## config.mk

```make
export PLATFORM = sky130hd
export DESIGN_NAME = stream_frame_gen
export DESIGN_NICKNAME = d
export VERILOG_FILES = /design/src/rtl/stream_frame_gen_pkg.sv /design/src/rtl/stream_frame_gen_throttle.sv /design/src/rtl/stream_frame_gen.sv
export SDC_FILE = /design/constraint.sdc
export NUM_CORES = 1
export LEC_CHECK = 0
export ABC_CLOCK_PERIOD_IN_PS = 3700
export CAP_MARGIN = 5
export CORE_MARGIN = 4
export CORE_UTILIZATION = 40
export DETAILED_ROUTE_END_ITERATION = 8
export PLACE_DENSITY_LB_ADDON = 0.15
export SLEW_MARGIN = 40
export SYNTH_ARGS = -nofsm -noshare
export SYNTH_HDL_FRONTEND = slang
export SYNTH_SLANG_ARGS = --single-unit
```

## constraint.sdc

```tcl
create_clock -name clk -period 3.7 [get_ports clk]
set_input_delay 0.37 -clock clk [delete_from_list [all_inputs] [get_ports clk]]
set_output_delay 0.37 -clock clk [all_outputs]
set_load 0.05 [all_outputs]
```

## src/rtl/stream_frame_gen_pkg.sv

```systemverilog
// Shared types and defaults for the stream_frame_gen test-pattern source.
package stream_frame_gen_pkg;

  localparam int DATA_W_DEF = 32;
  localparam int LEN_W_DEF  = 16;
  localparam int THR_W_DEF  = 5;

  localparam logic [15:0] HDR_MAGIC = 16'hA5A5;

  typedef enum logic [1:0] {
    IDLE = 2'd0,
    SEND = 2'd1,
    GAP  = 2'd2
  } state_t;

endpackage

```

## src/rtl/stream_frame_gen_throttle.sv

```systemverilog
// Free-running mod-(i_div+1) counter; o_strobe marks the cycles a new word may be offered.
module stream_frame_gen_throttle #(
  parameter int THR_W = 5
) (
  input  logic             clk,
  input  logic             aresetn,
  input  logic [THR_W-1:0] i_div,
  output logic             o_strobe
);

  logic [THR_W-1:0] r_cnt;

  // ">=" rather than "==" so a divider shrunk mid-run recovers in one cycle
  always_ff @(posedge clk or negedge aresetn) begin
    if (!aresetn) begin
      r_cnt <= '0;
    end else if (r_cnt >= i_div) begin
      r_cnt <= '0;
    end else begin
      r_cnt <= r_cnt + 1'b1;
    end
  end

  assign o_strobe = (r_cnt == '0);

endmodule

```

## src/rtl/stream_frame_gen.sv

```systemverilog
// Packetised incrementing-word AXI4-Stream source with gap and valid throttle.
// Optional per-packet sequence header: define STREAM_FRAME_GEN_SEQ_HDR_EN.
module stream_frame_gen
  import stream_frame_gen_pkg::*;
#(
  parameter int DATA_W = DATA_W_DEF,
  parameter int LEN_W  = LEN_W_DEF,
  parameter int THR_W  = THR_W_DEF
) (
  input  logic              clk,
  input  logic              aresetn,
  input  logic              cfg_enable,
  input  logic [LEN_W-1:0]  cfg_pkt_len,
  input  logic [LEN_W-1:0]  cfg_gap_len,
  input  logic [THR_W-1:0]  cfg_throttle,
  input  logic [DATA_W-1:0] cfg_seed,
  input  logic              cfg_clear,
  output logic              m_valid,
  input  logic              m_ready,
  output logic [DATA_W-1:0] m_data,
  output logic              m_last,
  output logic              busy,
  output logic [31:0]       pkt_count
);

  state_t            r_state, w_state_next;
  logic [LEN_W-1:0]  r_len_m1, r_gap, r_word_idx, r_gap_cnt;
  logic [DATA_W-1:0] r_data;
  logic [31:0]       r_pkt_count;
  logic              r_valid;

  logic w_strobe, w_accept, w_last_word, w_load_cfg, w_clear, w_offer, w_hdr_word;

  stream_frame_gen_throttle #(.THR_W(THR_W)) u_throttle (
    .clk      (clk),
    .aresetn  (aresetn),
    .i_div    (cfg_throttle),
    .o_strobe (w_strobe)
  );

  assign w_accept    = r_valid && m_ready;
  assign w_last_word = (r_word_idx == r_len_m1);

`ifdef STREAM_FRAME_GEN_SEQ_HDR_EN
  // pkt_count only moves on a last-word accept, so at word 0 it still equals the start value
  assign w_hdr_word = (r_word_idx == '0);
  assign m_data     = (r_valid && w_hdr_word) ? DATA_W'({HDR_MAGIC, r_pkt_count[15:0]}) : r_data;
`else
  assign w_hdr_word = 1'b0;
  assign m_data     = r_data;
`endif

  always_comb begin
    w_state_next = r_state;
    w_load_cfg   = 1'b0;
    w_clear      = 1'b0;
    case (r_state)
      IDLE: begin
        w_clear = cfg_clear;
        if (cfg_enable) begin
          w_state_next = SEND;
          w_load_cfg   = 1'b1;
        end
      end
      SEND: begin
        if (w_accept && w_last_word) begin
          if (r_gap != '0) begin
            w_state_next = GAP;
          end else if (cfg_enable) begin
            w_state_next = SEND;
            w_load_cfg   = 1'b1;
          end else begin
            w_state_next = IDLE;
          end
        end
      end
      GAP: begin
        if (r_gap_cnt == r_gap - 1'b1) begin
          if (cfg_enable) begin
            w_state_next = SEND;
            w_load_cfg   = 1'b1;
          end else begin
            w_state_next = IDLE;
          end
        end
      end
      default: w_state_next = IDLE;
    endcase
  end

  // Offer on the edge that enters/stays in SEND, so back-to-back packets and gaps have no bubble
  assign w_offer = w_strobe && (w_state_next == SEND) && (!r_valid || w_accept);

  always_ff @(posedge clk or negedge aresetn) begin
    if (!aresetn) begin
      r_state     <= IDLE;
      r_len_m1    <= '0;
      r_gap       <= '0;
      r_word_idx  <= '0;
      r_gap_cnt   <= '0;
      r_valid     <= 1'b0;
      r_data      <= '0;
      r_pkt_count <= '0;
    end else begin
      r_state <= w_state_next;
      if (w_load_cfg) begin
        r_len_m1   <= (cfg_pkt_len == '0) ? '0 : cfg_pkt_len - 1'b1;
        r_gap      <= cfg_gap_len;
        r_word_idx <= '0;
      end else if (w_accept) begin
        r_word_idx <= r_word_idx + 1'b1;
      end
      r_gap_cnt <= (r_state == GAP) ? r_gap_cnt + 1'b1 : '0;
      if (w_offer) begin
        r_valid <= 1'b1;
      end else if (w_accept) begin
        r_valid <= 1'b0;
      end
      if (w_clear) begin
        r_data <= cfg_seed;
      end else if (w_accept && !w_hdr_word) begin
        r_data <= r_data + 1'b1;
      end
      if (w_clear) begin
        r_pkt_count <= '0;
      end else if (w_accept && w_last_word) begin
        r_pkt_count <= r_pkt_count + 1'b1;
      end
    end
  end

  assign m_valid   = r_valid;
  assign m_last    = r_valid && w_last_word;
  assign busy      = (r_state != IDLE);
  assign pkt_count = r_pkt_count;

endmodule

```

==> results of run 1 <==
-- power groups by stage --
stage	clock, mW	sequential (mW)	combinational [mW]
6_report	1.77	2.26	1.90
5_1_grt	1.88	2.32	2.07
2_1_floorplan	0	2.67	0.870
3_5_place_dp	0	2.28	1.92
3_3_place_gp	0	2.28	1.90
4_1_cts	1.80	2.26	1.93
-- state kept, by name (all words and copies together) (netlist names) --
name / cells
r_word_idx: 16
m_valid: 1
pkt_count: 32
r_state: 2
u_throttle.r_cnt: 5
r_gap: 16
r_gap_cnt: 16
r_len_m1: 16
m_data: 32
-- synthesized netlist by cell type, drive strengths merged, types with 2 or more instances --
master and count:
and2 3, nand4b 2, nor3 14, and4 2, a21boi 3, buf 8, nand4 23, nand2 83
dfrtp 136, mux2 33, or4 3, or4b 2, a21o 2, nand2b 8, mux2i 5, nand3 38
nor3b 3, nor4 13, or3 17, nor2 93, and3 25, o211ai 3, clkbuf 22, nor2b 4
nor4b 3, o21ai 52, ha 13, nand3b 3, xor2 71, inv 24, a21oi 20, xnor2 54
-- kinds of logic (layout without fill, tap and decap cells) --
| group | after synthesis | count (layout) | synth area share |
|---|---|---|---|
| adder cells (fa/ha/maj) | 13 | 13 | 0.0214 |
| multiplexers | 38 | 38 | 0.0570 |
| AO/OA/AOI/OAI | 91 | 91 | 0.0690 |
| buffers and inverters | 54 | 205 | 0.0329 |
| AND/OR/NAND/NOR | 341 | 341 | 0.227 |
| XOR/XNOR | 125 | 125 | 0.144 |
| flip-flops | 136 | 136 | 0.448 |
-- how the worst max path moves through the flow --
stage                         from  cells after the start  slack [ps]            to
final                     r_gap[0]                     12         520      r_gap[0]
after global routing      r_gap[0]                     12         300  r_len_m1[11]
after CTS                 r_gap[0]                     12         500      r_gap[0]
after detailed placement  r_gap[0]                     12         520   r_len_m1[4]
after global placement    r_gap[0]                     12         600   r_len_m1[9]
after floorplan           r_gap[0]                     13         760  r_len_m1[12]
-- metal layers --
layer  global-route usage  up-vias  wire length (um)
li1                     -     3015                 -
met3               0.0383       22               550
met1                0.246     2880              8640
met2                0.281       93              8750
met4               0.0560        0               361
met5                    0        -                 0
-- stage by stage --
| step | worst slack (ps) | util | hold WS [ps] |
|---|---|---|---|
| global placement | 600 | 0.494 | 467 |
| detailed placement | 518 | 0.494 | 465 |
| CTS | 498 | 0.526 | 7.43 |
| global route | 303 | 0.526 | 24.8 |
| floorplan | 763 | - | 74.4 |
| finish | 515 | 0.526 | -20.8 |
-- critical path: stages, from the launching register on --
cell,delay (ps)
dfrtp_1,470
inv_1,90
ha_1,270
nor4b_4,220
buf_4,190
nand4b_1,130
xnor2_1,160
a2111oi_2,340
nand4b_1,170
a21o_1,230
a21boi_4,150
buf_12,260
mux2_2,370
-- final cells by class --
cell class,instances,area (um^2),share of cell area
Clock inverter,14,170,0.0173
Tap cell,234,293,0.0297
Multi-Input combinational cell,608,3960,0.402
Clock buffer,18,439,0.0446
Sequential cell,136,3400,0.346
Timing Repair Buffer,149,1500,0.152
Inverter,24,90.1,0.00915
==> results.txt, run 1 <==
Outcome: complete, but fails checks
Failing checks: negative hold slack
Post-DP Area: 9230 um^2
Highest Clock Rate: 0.314 GHz
TritonCTS clock tree: yes
Vias per cell: 5.08
Count of cell types in the netlist: 57
Clock Sinks: 136
Largest area contributor in the netlist: dfrtp_1
TritonCTS buffer count: 17
Post-CTS setup buffers: 0
Worst-Skew Late Latency: 420 ps
Worst-path fanout max: 48
Worst hold path type: input port to async pin
Commonest non-fill, non-tap cells in the layout: 139 x clkdlybuf4s50_1, 136 x dfrtp_1, 93 x nor2_1
CTS Hold Bufs: 0
Ant diodes: 0
Max Slew Vio Count: 0
Net count of the finished layout: 1023
Cell row count: 50
Finished Layout Cells: 1183
Die Area: 21300 um^2
CP Capture Type: flip-flop
Synthesized cell area: 7590 um^2
Initial Util: 0.406
CP arrival: 3490 ps
GRT overflow: 0
Syn Nets: 885
Die Y: 146 um
Final period util: 0.861
Clock Skews: 11.7 ps
Switching share of power: 0.368
RSZ-0062 raised after global routing: no
Via count: 6010
Clk slew on worst S/H paths: 60 ps
Wire length per cell: 15.5 um
Final setup violation count: 0
Root buf cell: clkbuf_16
PD cells: 602 nW/um^2
Top cells by area, synth: dfrtp_1 45%, xor2_1 8.2%, xnor2_1 6.2%
Final Hold Vio Count: 10
H-tree Lvls: 4
Initial antenna violation count: 0
Flop2flop setup slack: 520 ps
Worst Path Required: 4000 ps
Dpl cells: 1151
Reg2Reg Depth: 12
Max Cap Violations: 0
Dpl hpwl: 13300 um
Avg Inst Size Synth: 9.52 um^2
Leak pwr: 3.96 nW
Final Power: 5.93 mW
CP Launch Type: flip-flop
Crit Path Class: flip-flop to flip-flop
Pin count of the biggest net entering global routing: 82
RR Startpoint: r_gap[0]
Main synth FF type: dfrtp_1
Synthesis-stage register bit count: 136
Die Span X: 146 um
Synth top area share: 0.448
Final Critical Period: 3180 ps
Total negative slack: 0 ps
Clk pwr share: 0.298
Yosys warns: 0
# resized after CTS: 0
Initial DRC Count: 299
EDFF count, synth: 0
TritonRoute pass-1 iters: 4
GRT Util Overall: 0.178
Comb pwr share: 0.321
Crit Reg-Reg Endpoint: r_gap[0]
Share of power burned in registers: 0.381
Maximum vdd drop: 0.297 mV
Core Box Area: 18700 um^2
# port buffers: 140
DRC viols: 0
Sequential area share after synthesis: 0.448
First-pass GRT wire length: 31300 um
ANT nets after route: 0
Slew headroom: 0.500
Clock Path Buffers: 2
Slew at the pin with the worst max-slew slack: 744 ps
Synth-to-Final Area Change: 29.7%
Layout cell share with drive strength beyond 1: 0.0927
Commonest non-fill, non-tap cell in the layout: clkdlybuf4s50_1
IO Pins: 141
Int Pwr: 3.74 mW
Post-Synthesis Cells: 798
Sw Pwr: 2.18 mW
Routed WL: 18300 um
Fill count: 1692
Fin Hold WS: -20.8 ps
GPL Wtd Cong: 0.814
Design area: 9850 um^2
Async SR Flop Fraction: 1.00
Vias in the first global route: 6008
Note: power is estimated with default switching activity, not from simulation.
==> run 2, diff against run 1 <==
--- a/config.mk
+++ b/config.mk
@@ -6,12 +6,11 @@
 export NUM_CORES = 1
 export LEC_CHECK = 0
 export ABC_CLOCK_PERIOD_IN_PS = 3700
-export CAP_MARGIN = 5
 export CORE_MARGIN = 4
 export CORE_UTILIZATION = 40
 export DETAILED_ROUTE_END_ITERATION = 8
-export PLACE_DENSITY_LB_ADDON = 0.15
-export SLEW_MARGIN = 40
+export PLACE_DENSITY = 0.64
+export SLEW_MARGIN = 30
 export SYNTH_ARGS = -nofsm -noshare
 export SYNTH_HDL_FRONTEND = slang
 export SYNTH_SLANG_ARGS = --single-unit
==> results.txt, run 2 (synthesized netlist as in run 1, its figures left out) <==
Outcome: complete, but fails checks
Failing checks: negative hold slack
Dpl hpwl: 12900 um
Wire length per cell: 15.0 um
TritonRoute pass-1 iters: 4
# resized after CTS: 0
Die Area: 21300 um^2
IO Pins: 141
DRC viols: 0
Root buf cell: clkbuf_16
Clock Path Buffers: 2
Slew headroom: 0.412
Final setup violation count: 0
Pin count of the biggest net entering global routing: 91
Top Layer Used: met4
GPL Wtd Cong: 0.812
Max Cap Violations: 0
Fill count: 1752
Reg2Reg Depth: 11
Die Span X: 146 um
Total negative slack: 0 ps
Worst Path Required: 4000 ps
Crit Path Class: flip-flop to flip-flop
Design area: 9810 um^2
TritonCTS clock tree: yes
Fin Hold WS: -0.465 ps
Worst hold path type: input port to async pin
Core Box Area: 18700 um^2
CP startpoint: r_gap[0]
Vias per cell: 5.11
Final period util: 0.867
Via count: 6043
Worst-path fanout max: 30
GRT overflow: 0
Ant diodes: 0
Finished Layout Cells: 1183
Final Critical Period: 3210 ps
Initial antenna violation count: 0
RR Startpoint: r_gap[0]
Finished Core Util: 0.524
Maximum vdd drop: 0.279 mV
Synth-to-Final Area Change: 29.2%
Highest Clock Rate: 0.312 GHz
CP Launch Type: flip-flop
CP arrival: 3510 ps
Vias in the first global route: 6007
Layout cell share with drive strength beyond 1: 0.0917
ANT nets after route: 0
Worst-Skew Late Latency: 420 ps
Commonest non-fill, non-tap cells in the layout: 139 x clkdlybuf4s50_1, 136 x dfrtp_1, 93 x nor2_1
Clk slew on worst S/H paths: 60 ps
Clock Skews: 9.62 ps
H-tree Lvls: 4
# port buffers: 140
Met2 Wirelength: 8550 um
Flop2flop setup slack: 490 ps
Crit Reg-Reg Endpoint: r_len_m1[10]
TritonCTS buffer count: 17
CP Capture Type: flip-flop
Cell row count: 50
Routed WL: 17700 um
Max Slew Vio Count: 0
Routed met1 length: 8070 um
Critical Path Sink: r_len_m1[10]
Die Y: 146 um
Clock Sinks: 136
Post-DP Area: 9230 um^2
Net count of the finished layout: 1023
Final Hold Vio Count: 1
CTS Hold Bufs: 0
Initial DRC Count: 376
WL met3: 826 um
RSZ-0062 raised after global routing: no
Slew at the pin with the worst max-slew slack: 883 ps
Leak pwr: 3.94 nW
GRT Util Overall: 0.172
PD cells: 593 nW/um^2
Dpl cells: 1151
Initial Util: 0.406
Commonest non-fill, non-tap cell in the layout: clkdlybuf4s50_1
Post-CTS setup buffers: 0
First-pass GRT wire length: 30300 um
==> run 2: metrics by stage <==
stage,hold slack [ps],setup slack [ps],total power [mW]
floorplan,74.4,763,3.54
global placement,476,564,4.17
detailed placement,507,513,4.19
CTS,67.5,482,5.90
global route,101,282,6.16
finish,-0.465,492,5.82
==> run 2: layout make-up <==
class / instances / area (um^2) / share of cell area
Clock buffer: 17 / 425 / 0.0434
Clock inverter: 15 / 154 / 0.0157
Inverter: 24 / 90.1 / 0.00918
Multi-Input combinational cell: 608 / 3950 / 0.403
Sequential cell: 136 / 3400 / 0.347
Tap cell: 234 / 293 / 0.0298
Timing Repair Buffer: 149 / 1500 / 0.152
==> run 2: worst max-delay path, cell delays in order (launching register included) <==
cell and delay, ps:
dfrtp_1 470, inv_1 90, ha_1 260, nor4b_4 300, nand4b_1 180, xnor2_1 170
a2111oi_2 340, nand4b_1 190, a21o_1 240, a21boi_4 130, buf_4 340, mux2_2 380
==> run 2: where the power goes <==
group / internal (mW) / total [mW] / switching (mW)
Combinational: 0.838 / 1.91 / 1.07
Clock: 0.992 / 1.66 / 0.669
Sequential: 1.83 / 2.25 / 0.425
==> run 2: layer usage <==
metal  track usage  vias up
met4        0.0451        0
met3        0.0476       16
met5             0        -
met1         0.226     2892
met2         0.280      115
li1              -     3020
==> run 2: how the worst min path moves through the flow <==
stage                                   start             endpoint  slack (ps)  cells after the start
after floorplan                       aresetn            m_data[0]          70                      0
after global placement    u_throttle.r_cnt[0]  u_throttle.r_cnt[0]         480                      1
after detailed placement  u_throttle.r_cnt[0]  u_throttle.r_cnt[0]         510                      1
after CTS                             aresetn             r_gap[2]          70                      1
after global routing                  aresetn             r_gap[2]         100                      1
final                                 aresetn             r_gap[2]        -0.5                      1
==> run 3, diff against run 2 <==
--- a/config.mk
+++ b/config.mk
@@ -6,8 +6,8 @@
 export NUM_CORES = 1
 export LEC_CHECK = 0
 export ABC_CLOCK_PERIOD_IN_PS = 3700
-export CORE_MARGIN = 4
 export CORE_UTILIZATION = 40
+export CTS_CLUSTER_SIZE = 25
 export DETAILED_ROUTE_END_ITERATION = 8
 export PLACE_DENSITY = 0.64
 export SLEW_MARGIN = 30
==> results.txt, run 3 (synthesized netlist as in run 1, its figures left out) <==
Core Box Area: 18600 um^2
Worst hold path type: input port to async pin
Synth-to-Final Area Change: 29.6%
Die Y: 140 um
Net count of the finished layout: 1024
Comb pwr share: 0.319
Initial DRC Count: 304
Met2 Wirelength: 8370 um
TritonRoute pass-1 iters: 4
Initial Util: 0.407
TritonCTS buffer count: 17
Max Slew Vio Count: 0
Worst-path fanout max: 32
# port buffers: 140
CP Capture Type: flip-flop
Final period util: 0.854
Vias in the first global route: 5945
Ant diodes: 0
Worst-Skew Late Latency: 420 ps
Finished Layout Cells: 1184
Fill count: 1688
Switching share of power: 0.365
Leak pwr: 3.97 nW
H-tree Lvls: 4
Routed WL: 17500 um
IO Pins: 141
Pin count of the biggest net entering global routing: 106
CTS Hold Bufs: 0
Outcome: completed
Sw Pwr: 2.18 mW
Share of power burned in registers: 0.377
Flop2flop setup slack: 540 ps
Clock Skews: 9.22 ps
Vias per cell: 5.13
Total negative slack: 0 ps
Crit Reg-Reg Endpoint: r_len_m1[10]
Clk slew on worst S/H paths: 60 ps
Reg2Reg Depth: 12
Final setup violation count: 0
CP Launch Type: flip-flop
Crit Path Class: flip-flop to flip-flop
GPL Wtd Cong: 0.879
TritonCTS clock tree: yes
WL met3: 719 um
Highest Clock Rate: 0.317 GHz
GRT overflow: 0
Die Area: 19500 um^2
Dpl hpwl: 12300 um
Slew headroom: 0.394
Clock Path Buffers: 2
Initial antenna violation count: 0
PD cells: 607 nW/um^2
Clock Sinks: 136
Worst Path Required: 4010 ps
Slew at the pin with the worst max-slew slack: 909 ps
Dpl cells: 1152
Commonest non-fill, non-tap cells in the layout: 139 x clkdlybuf4s50_1, 136 x dfrtp_1, 93 x nor2_1
First-pass GRT wire length: 29900 um
Cell row count: 50
# resized after CTS: 0
Routed met1 length: 8180 um
CP arrival: 3470 ps
Wire length per cell: 14.8 um
Via count: 6078
ANT nets after route: 0
Max Cap Violations: 0
Final Critical Period: 3160 ps
DRC viols: 0
Top Layer Used: met4
Post-CTS setup buffers: 0
Die Span X: 140 um
Int Pwr: 3.79 mW
Pre-CTS setup slack: 551 ps
GRT Util Overall: 0.191
Root buf cell: clkbuf_16
Clk pwr share: 0.304
Commonest non-fill, non-tap cell in the layout: clkdlybuf4s50_1
Fin Hold WS: 26.7 ps
Final Power: 5.97 mW
Maximum vdd drop: 0.291 mV
RR Startpoint: r_gap[0]
RSZ-0062 raised after global routing: no
Layout cell share with drive strength beyond 1: 0.0926
Final Hold Vio Count: 0
Setup WS post-layout: 541 ps
==> run 3: how the worst max path moves through the flow <==
stage              from            to  slack [ps]
2_1_floorplan  r_gap[0]  r_len_m1[12]         760
3_3_place_gp   r_gap[0]   r_len_m1[9]         560
3_5_place_dp   r_gap[0]  r_len_m1[10]         550
4_1_cts        r_gap[0]  r_len_m1[10]         510
5_1_grt        r_gap[0]  r_len_m1[10]         210
6_report       r_gap[0]  r_len_m1[10]         540
==> run 3: power by group through the flow <==
stage / combinational [mW] / clock (mW) / sequential [mW]
floorplan: 0.870 / 0 / 2.67
global placement: 1.89 / 0 / 2.27
detailed placement: 1.91 / 0 / 2.27
CTS: 1.92 / 1.86 / 2.25
global route: 2.08 / 1.93 / 2.32
finish: 1.91 / 1.81 / 2.25
==> run 3: cell type report <==
type,count,area [um^2],share of cell area
clock buffer,17,425,0.0432
clock inverter,15,199,0.0202
inverter,24,90.1,0.00915
multi-input combinational,608,3950,0.401
sequential,136,3400,0.346
tap,234,293,0.0298
timing repair buffer,150,1480,0.150
==> run 3: critical path: stages, from the launching register on <==
cell and delay [ps]:
dfrtp_1 460, inv_1 90, ha_1 260, nor4b_4 240
buf_4 190, xnor2_1 80, nor4_1 240, o211ai_1 130
nand4b_1 230, a21o_1 230, a21boi_4 130, buf_4 370
mux2_2 380
==> run 3: through the flow <==
step | area [um^2] | utilization
final | 9840 | 0.528
after floorplan | 7590 | -
after detailed placement | 9210 | 0.494
after CTS | 9840 | 0.528
after global routing | 9840 | 0.528
after global placement | 9210 | 0.494
==> run 3: routing by layer <==
metal / global-route usage / up-vias
met2: 0.306 / 107
met1: 0.253 / 2935
li1: - / 3017
met5: 0 / -
met3: 0.0475 / 19
met4: 0.0636 / 0
